==> src/rtl/cache_pkg.sv <==
// Shared types and default sizes for the direct-mapped write-through cache controller.
package cache_pkg;

   localparam int DEF_ADDR_WIDTH = 14;
   localparam int DEF_DATA_WIDTH = 16;
   localparam int DEF_LINES      = 16;
   localparam int CNT_WIDTH      = 16;
   localparam logic [CNT_WIDTH-1:0] CNT_MAX = '1;

   typedef enum logic [2:0] {
      IDLE     = 3'd0,
      LOOKUP   = 3'd1,
      MEM_RD   = 3'd2,
      MEM_WAIT = 3'd3,
      MEM_WR   = 3'd4,
      RESP     = 3'd5
   } state_t;

endpackage

==> src/rtl/cache_ctrl_if.sv <==
// CPU request/response and RAM control bundle between the cache and its environment.
interface cache_ctrl_if
   import cache_pkg::*;
#(
   parameter int ADDR_WIDTH = DEF_ADDR_WIDTH,
   parameter int DATA_WIDTH = DEF_DATA_WIDTH
);
   // Handshake: req is a strobe sampled only while the cache is IDLE (never queued);
   // ready is a one-cycle pulse, with rdata/hit valid only during that cycle.
   logic                  req;
   logic                  req_we;
   logic [ADDR_WIDTH-1:0] req_addr;
   logic [DATA_WIDTH-1:0] req_wdata;
   logic                  ready;
   logic [DATA_WIDTH-1:0] rdata;
   logic                  hit;
   logic                  mem_cs;
   logic                  mem_we;
   logic                  mem_oe;
   logic [ADDR_WIDTH-1:0] mem_addr;
   logic [DATA_WIDTH-1:0] mem_wdata;
   logic [DATA_WIDTH-1:0] mem_rdata;
   logic [CNT_WIDTH-1:0]  hit_count;
   logic [CNT_WIDTH-1:0]  miss_count;

   modport slave (
      input  req, req_we, req_addr, req_wdata, mem_rdata,
      output ready, rdata, hit, mem_cs, mem_we, mem_oe, mem_addr, mem_wdata,
             hit_count, miss_count
   );

   modport master (
      output req, req_we, req_addr, req_wdata, mem_rdata,
      input  ready, rdata, hit, mem_cs, mem_we, mem_oe, mem_addr, mem_wdata,
             hit_count, miss_count
   );

endinterface

==> src/rtl/cache_line_array.sv <==
// Tag/data/valid storage: one async read port, one sync write port, valid bits cleared by reset.
module cache_line_array #(
   parameter int LINES      = 16,
   parameter int TAG_WIDTH  = 10,
   parameter int DATA_WIDTH = 16,
   localparam int IDX_W     = $clog2(LINES)
) (
   input  logic                  clk,
   input  logic                  reset,
   input  logic [IDX_W-1:0]      i_rd_idx,
   output logic                  o_rd_valid,
   output logic [TAG_WIDTH-1:0]  o_rd_tag,
   output logic [DATA_WIDTH-1:0] o_rd_data,
   input  logic                  i_wr_en,
   input  logic [IDX_W-1:0]      i_wr_idx,
   input  logic [TAG_WIDTH-1:0]  i_wr_tag,
   input  logic [DATA_WIDTH-1:0] i_wr_data
);
   logic [LINES-1:0]      r_valid;
   logic [TAG_WIDTH-1:0]  r_tag  [LINES];
   logic [DATA_WIDTH-1:0] r_data [LINES];

   always_ff @(posedge clk or posedge reset) begin
      if (reset) begin
         r_valid <= '0;
      end else if (i_wr_en) begin
         r_valid[i_wr_idx] <= 1'b1;
      end
   end

   // Payload arrays carry no reset; a line is only trusted once its valid bit is set.
   always_ff @(posedge clk) begin
      if (i_wr_en) begin
         r_tag[i_wr_idx]  <= i_wr_tag;
         r_data[i_wr_idx] <= i_wr_data;
      end
   end

   assign o_rd_valid = r_valid[i_rd_idx];
   assign o_rd_tag   = r_tag[i_rd_idx];
   assign o_rd_data  = r_data[i_rd_idx];

endmodule

==> src/rtl/cache_ctrl.sv <==
// Direct-mapped, one-word-per-line, write-through / no-write-allocate cache controller.
module cache_ctrl
   import cache_pkg::*;
#(
   parameter int ADDR_WIDTH = DEF_ADDR_WIDTH,
   parameter int DATA_WIDTH = DEF_DATA_WIDTH,
   parameter int LINES      = DEF_LINES
) (
   input  logic         clk,
   input  logic         reset,
   cache_ctrl_if.slave  bus,
   output state_t       o_state
);
   localparam int IDX_W = $clog2(LINES);
   localparam int TAG_W = ADDR_WIDTH - IDX_W;

   state_t                r_state;
   state_t                w_next_state;
   logic [ADDR_WIDTH-1:0] r_addr;
   logic                  r_we;
   logic [DATA_WIDTH-1:0] r_wdata;
   logic                  r_hit;
   logic [DATA_WIDTH-1:0] r_rdata;
   logic [CNT_WIDTH-1:0]  r_hit_count;
   logic [CNT_WIDTH-1:0]  r_miss_count;

   logic [IDX_W-1:0]      w_idx;
   logic [TAG_W-1:0]      w_tag;
   logic                  w_rd_valid;
   logic [TAG_W-1:0]      w_rd_tag;
   logic [DATA_WIDTH-1:0] w_rd_data;
   logic                  w_lookup_hit;
   logic                  w_wr_en;
   logic [DATA_WIDTH-1:0] w_wr_data;

   assign w_idx        = r_addr[IDX_W-1:0];
   assign w_tag        = r_addr[ADDR_WIDTH-1:IDX_W];
   assign w_lookup_hit = w_rd_valid && (w_rd_tag == w_tag);

   // Fill on load miss; on a store only refresh a line that already holds this address.
   assign w_wr_en   = (r_state == MEM_WAIT) || ((r_state == MEM_WR) && r_hit);
   assign w_wr_data = (r_state == MEM_WAIT) ? bus.mem_rdata : r_wdata;

   cache_line_array #(
      .LINES      (LINES),
      .TAG_WIDTH  (TAG_W),
      .DATA_WIDTH (DATA_WIDTH)
   ) u_lines (
      .clk        (clk),
      .reset      (reset),
      .i_rd_idx   (w_idx),
      .o_rd_valid (w_rd_valid),
      .o_rd_tag   (w_rd_tag),
      .o_rd_data  (w_rd_data),
      .i_wr_en    (w_wr_en),
      .i_wr_idx   (w_idx),
      .i_wr_tag   (w_tag),
      .i_wr_data  (w_wr_data)
   );

   always_ff @(posedge clk or posedge reset) begin
      if (reset) begin
         r_state <= IDLE;
      end else begin
         r_state <= w_next_state;
      end
   end

   always_comb begin
      w_next_state = r_state;
      case (r_state)
         IDLE:     if (bus.req) w_next_state = LOOKUP;
         LOOKUP: begin
            if (r_we)              w_next_state = MEM_WR;
            else if (w_lookup_hit) w_next_state = RESP;
            else                   w_next_state = MEM_RD;
         end
         MEM_RD:   w_next_state = MEM_WAIT;
         MEM_WAIT: w_next_state = RESP;
         MEM_WR:   w_next_state = RESP;
         RESP:     w_next_state = IDLE;
         default:  w_next_state = IDLE;
      endcase
   end

   always_comb begin
      bus.mem_cs     = (r_state == MEM_RD) || (r_state == MEM_WR);
      bus.mem_oe     = (r_state == MEM_RD);
      bus.mem_we     = (r_state == MEM_WR);
      bus.mem_addr   = bus.mem_cs ? r_addr : '0;
      bus.mem_wdata  = (r_state == MEM_WR) ? r_wdata : '0;
      bus.ready      = (r_state == RESP);
      bus.hit        = (r_state == RESP) && r_hit;
      bus.rdata      = r_rdata;
      bus.hit_count  = r_hit_count;
      bus.miss_count = r_miss_count;
      o_state        = r_state;
   end

   always_ff @(posedge clk or posedge reset) begin
      if (reset) begin
         r_addr       <= '0;
         r_we         <= 1'b0;
         r_wdata      <= '0;
         r_hit        <= 1'b0;
         r_rdata      <= '0;
         r_hit_count  <= '0;
         r_miss_count <= '0;
      end else begin
         case (r_state)
            IDLE: begin
               if (bus.req) begin
                  r_addr  <= bus.req_addr;
                  r_we    <= bus.req_we;
                  r_wdata <= bus.req_wdata;
               end
            end
            LOOKUP: begin
               r_hit <= w_lookup_hit;
               if (!r_we && w_lookup_hit) r_rdata <= w_rd_data;
            end
            MEM_WAIT: r_rdata <= bus.mem_rdata;
            RESP: begin
               if (r_hit) begin
                  if (r_hit_count != CNT_MAX) r_hit_count <= r_hit_count + 1'b1;
               end else begin
                  if (r_miss_count != CNT_MAX) r_miss_count <= r_miss_count + 1'b1;
               end
            end
            default: ;
         endcase
      end
   end

endmodule

==> src/flat_wrapper.sv <==
// flat-port wrapper written by rule: the top's interface ports become plain ports
module cache_ctrl_flat import cache_pkg::*;
#(
   parameter int ADDR_WIDTH = DEF_ADDR_WIDTH,
   parameter int DATA_WIDTH = DEF_DATA_WIDTH,
   parameter int LINES      = DEF_LINES
)
  (clk, reset, o_state, bus_req, bus_req_we, bus_req_addr, bus_req_wdata, bus_mem_rdata, bus_ready, bus_rdata, bus_hit, bus_mem_cs, bus_mem_we, bus_mem_oe, bus_mem_addr, bus_mem_wdata, bus_hit_count, bus_miss_count);
  cache_ctrl_if #(.ADDR_WIDTH(ADDR_WIDTH), .DATA_WIDTH(DATA_WIDTH)) bus_i ();
  input  logic clk;
  input  logic reset;
  output state_t o_state;
  input wire logic [$bits(bus_i.req)-1:0] bus_req;
  input wire logic [$bits(bus_i.req_we)-1:0] bus_req_we;
  input wire logic [$bits(bus_i.req_addr)-1:0] bus_req_addr;
  input wire logic [$bits(bus_i.req_wdata)-1:0] bus_req_wdata;
  input wire logic [$bits(bus_i.mem_rdata)-1:0] bus_mem_rdata;
  output wire logic [$bits(bus_i.ready)-1:0] bus_ready;
  output wire logic [$bits(bus_i.rdata)-1:0] bus_rdata;
  output wire logic [$bits(bus_i.hit)-1:0] bus_hit;
  output wire logic [$bits(bus_i.mem_cs)-1:0] bus_mem_cs;
  output wire logic [$bits(bus_i.mem_we)-1:0] bus_mem_we;
  output wire logic [$bits(bus_i.mem_oe)-1:0] bus_mem_oe;
  output wire logic [$bits(bus_i.mem_addr)-1:0] bus_mem_addr;
  output wire logic [$bits(bus_i.mem_wdata)-1:0] bus_mem_wdata;
  output wire logic [$bits(bus_i.hit_count)-1:0] bus_hit_count;
  output wire logic [$bits(bus_i.miss_count)-1:0] bus_miss_count;
  assign bus_i.req = bus_req;
  assign bus_i.req_we = bus_req_we;
  assign bus_i.req_addr = bus_req_addr;
  assign bus_i.req_wdata = bus_req_wdata;
  assign bus_i.mem_rdata = bus_mem_rdata;
  assign bus_ready = bus_i.ready;
  assign bus_rdata = bus_i.rdata;
  assign bus_hit = bus_i.hit;
  assign bus_mem_cs = bus_i.mem_cs;
  assign bus_mem_we = bus_i.mem_we;
  assign bus_mem_oe = bus_i.mem_oe;
  assign bus_mem_addr = bus_i.mem_addr;
  assign bus_mem_wdata = bus_i.mem_wdata;
  assign bus_hit_count = bus_i.hit_count;
  assign bus_miss_count = bus_i.miss_count;
  cache_ctrl #(.ADDR_WIDTH(ADDR_WIDTH), .DATA_WIDTH(DATA_WIDTH), .LINES(LINES)) u_core (.clk(clk), .reset(reset), .bus(bus_i), .o_state(o_state));
endmodule
==> config.mk <==
export PLATFORM = sky130hd
export DESIGN_NAME = cache_ctrl_flat
export DESIGN_NICKNAME = d
export VERILOG_FILES = /design/src/rtl/cache_pkg.sv /design/src/rtl/cache_ctrl_if.sv /design/src/rtl/cache_line_array.sv /design/src/rtl/cache_ctrl.sv /design/src/flat_wrapper.sv
export SDC_FILE = /design/constraint.sdc
export NUM_CORES = 1
export LEC_CHECK = 0
export CORE_MARGIN = 1
export CORE_UTILIZATION = 25
export CTS_CLUSTER_SIZE = 30
export DETAILED_ROUTE_END_ITERATION = 10
export GPL_TIMING_DRIVEN = 0
export HOLD_SLACK_MARGIN = 0.05
export PLACE_DENSITY_LB_ADDON = 0.08
export SLEW_MARGIN = 40
export SYNTH_ARGS = -nofsm -noshare
export SYNTH_HDL_FRONTEND = slang
export SYNTH_SLANG_ARGS = --single-unit
==> constraint.sdc <==
create_clock -name clk -period 5.4 [get_ports clk]
set_input_delay 1.62 -clock clk [delete_from_list [all_inputs] [get_ports clk]]
set_output_delay 1.62 -clock clk [all_outputs]
set_load 0.1 [all_outputs]
==> results of run 1 <==
-- through the flow --
step                      util, %  setup TNS (ps)  cells  setup slack [ps]  hold slack, ps
final                        32.0               0   2578               242             461
after global routing         32.0               0   2578              39.9             471
after CTS                    32.0               0   2579              14.3             462
after detailed placement     29.4            -672   2462              -497             447
after global placement       28.7         -865310   2399             -4050             444
after floorplan                 -               0   1194              34.9             430
-- timing repair --
action | 4_1_cts | 5_1_grt
setup endpoints to repair | 10 | 3
gates resized for setup | 7 | 3
endpoints found under the hold margin | 0 | 0
-- layout make-up --
class                           instances  area (um2)  share of cell area (%)
Buffer                                 57         308                    1.16
Multi-Input combinational cell        606        5850                    22.1
Tap cell                             1070        1340                    5.07
Clock buffer                           85        1800                    6.79
Sequential cell                       515       15000                    56.6
Clock inverter                         36         309                    1.17
Inverter                               11        48.8                   0.185
Timing Repair Buffer                  198        1820                    6.87
-- routing by layer --
metal  part of all wire, %  routed length, um
met1                    48              31000
met2                    46              29200
met3                   4.3               2780
met4                   1.8               1140
met5                     0                  0
-- path summary, 6_finish.rpt --
path	endpoint
max	bus_mem_addr[0]
min	u_core.u_lines.r_valid[5]
max reg2reg	u_core.bus.rdata[11]
min reg2reg	u_core.u_lines.r_valid[5]
max in group asynchronous	u_core.bus.rdata[1]
min in group asynchronous	u_core.bus.miss_count[14]
-- kinds of logic (layout without fill, tap and decap cells) --
logic type	count (synthesis)	in the layout	share of synthesized area (%)
DFF	515	515	71.3
and+or+nand+nor	282	282	6.52
muxes	219	219	16.6
buffers and inverters	73	387	1.57
AOI/OAI and AO/OA	63	63	2.25
xor gates and xnor gates	40	40	1.67
adders and majority gates	2	2	0.119
-- critical path, stage by stage, from the launching register on --
cell and delay, ps:
dfrtp_1 340, buf_6 130, buf_8 160, buf_2 370, buf_2 400, buf_8 400, buf_4 370, nor2b_1 250
buf_2 470
-- cells in the final DEF, fill, tap and decap left out, types with 13 or more instances in the layout --
| master | count |
|---|---|
| edfxtp_1 | 416 |
| nand2_1 | 130 |
| buf_2 | 110 |
| dfrtp_1 | 99 |
| mux4_2 | 85 |
| clkbuf_16 | 68 |
| mux2i_1 | 66 |
| mux2_2 | 56 |
| clkdlybuf4s50_1 | 49 |
| clkbuf_1 | 34 |
| xnor2_1 | 30 |
| buf_4 | 26 |
| and3_1 | 20 |
| buf_8 | 18 |
| o211ai_1 | 18 |
| or2_2 | 17 |
| nor2_1 | 16 |
| nor2b_1 | 16 |
| buf_16 | 16 |
| nand3_1 | 15 |
| clkinv_2 | 13 |
-- where the power goes --
| part | internal, uW | switching (uW) | leakage, uW | total, uW |
|---|---|---|---|---|
| clock | 2550 | 1740 | 0.00104 | 4300 |
| sequential | 5200 | 392 | 0.00502 | 5600 |
| combinational | 1820 | 3880 | 0.00355 | 5700 |
-- sequential cells by signal, indices dropped and copies added (netlist names) --
signal	count
u_core.u_lines.r_data	256
u_core.u_lines.r_tag	160
u_core.bus.hit_count	16
u_core.bus.miss_count	16
u_core.bus.rdata	16
u_core.r_wdata	16
u_core.u_lines.r_valid	16
u_core.r_addr	14
u_core.o_state	3
u_core.r_hit	1
u_core.r_we	1
==> out/metrics.yaml, run 1 <==
critical_path:
  worst-endpoint-required_ps: 3780
  cp-end-kind: "primary output"
  startpoint: "u_core.r_addr[0]"
  critical_path_class: "reg -> out"
  ff2ff_setup_slack_ps: 810
  reg2reg_depth: 12
  critical_path_arrival_ps: 3540
  rr_startpoint: "u_core.r_addr[3]"
  crit_path_max_fanout: 28
  critPathLaunchType: "flip-flop"
timing:
  clock_skew_ps: 27.6
  worstMarginPinSlew_ps: 831
  report.final.slew_viol_count: 0
  grt_setup_unrepaired: "false"
  hold_viol: 0
  fmax_mhz: 194
  period_share_pct: 95.5
  maxSlewHeadroom_pct: 44.6
  min_period_ps: 5160
  setup_violations: 0
synth:
  ys_seq_elements: 515
  netlist.top_cell.by_area: "edfxtp_1"
  synth-edff-count: 416
  ys_seq_area_share_pct: 71.3
  async_reset_ff_share_pct: 19.2
  synth_top_flop_cell: "edfxtp_1"
  netlist.area_leader.share_pct: 59.5
  synth_area_leaders: "edfxtp_1 60%, dfrtp_1 12%, mux4_2 9.1%"
  avgSynthCellArea_um2: 17.6
  syn-num-nets: 1246
  synthDistinctLibCells: 59
  syn_inst: 1194
  ys_warn_count: 0
  synth_top_cells_by_count: "416 x edfxtp_1, 130 x nand2_1, 99 x dfrtp_1"
  synth.most_common_cell: "edfxtp_1"
  synthesis.area_mm2: 0.0210
global_routing:
  busiest_layer: "met2"
  grt_pass1_vias: 12363
  grt_pass1_wl_mm: 92.7
  met3_usage_pct: 2.76
  grt_start_max_net_pins: 60
  antenna_found_initial: 4
  track_usage_pct: 15.3
  met1_usage_pct: 22.1
  grt_overflow: 0
  use_met2_pct: 23.6
status:
  status: "completed"
routing:
  first_pass_iters: 5
  vias: 11672
  finalWirelength_mm: 64.1
  ant_nets: 0
  vias_per_cell: 4.53
  drc_errors: 0
  drtIter0Drc: 847
  wl_per_cell_um: 24.9
die:
  core_area_mm2: 0.0826
  dieArea_mm2: 0.0851
  die_w_um: 292
  io_pins: 136
  num_rows: 105
  die_y_um: 292
  start_util_pct: 25.4
placement:
  hpwlAfterDp_mm: 44.7
  place_congestion: 0.728
  io_buffers: 135
  placed_area_mm2: 0.0243
pwr:
  power_leakage_uw: 0.00961
  peakVddDrop_mv: 0.378
  p_per_area_mw_per_mm2: 590
  total_power_uw: 15600
clock_network:
  cts_root_buf: "clkbuf_16"
  cts_hold_buf: 0
  cts_max_level: 3
  cts_buffers: 66
  path_clk_slew_ps: 50
  post_cts_buffers: 0
  cts_tree: "done"
  cts_buffer_depth: 3
  clock_latency_ps: 610
  cts_sinks: 515
cells_and_area:
  n_fill_cell: 8070
  post-route-cell-area_mm2: 0.0264
  area_growth_pct: 25.9
  drive_gt1_share_pct: 31.7
  num_antenna_cells: 0
  num-nets-final: 1507
hold_path:
  min_path_cells: 1
  min_path_type: "reg -> reg"
  hp-start: "u_core.u_lines.r_valid[5]"
job:
  drv_cap: 0
(Power assumes the default switching activity.)
==> inputs of run 2 (changes only) <==
--- a/config.mk
+++ b/config.mk
@@ -7,7 +7,7 @@
 export LEC_CHECK = 0
 export CORE_MARGIN = 1
 export CORE_UTILIZATION = 25
-export CTS_CLUSTER_SIZE = 30
+export CTS_CLUSTER_SIZE = 16
 export DETAILED_ROUTE_END_ITERATION = 10
 export GPL_TIMING_DRIVEN = 0
 export HOLD_SLACK_MARGIN = 0.05
==> results of run 2 <==
No change in the layout: final DEF, timing and power equal those of run 1.
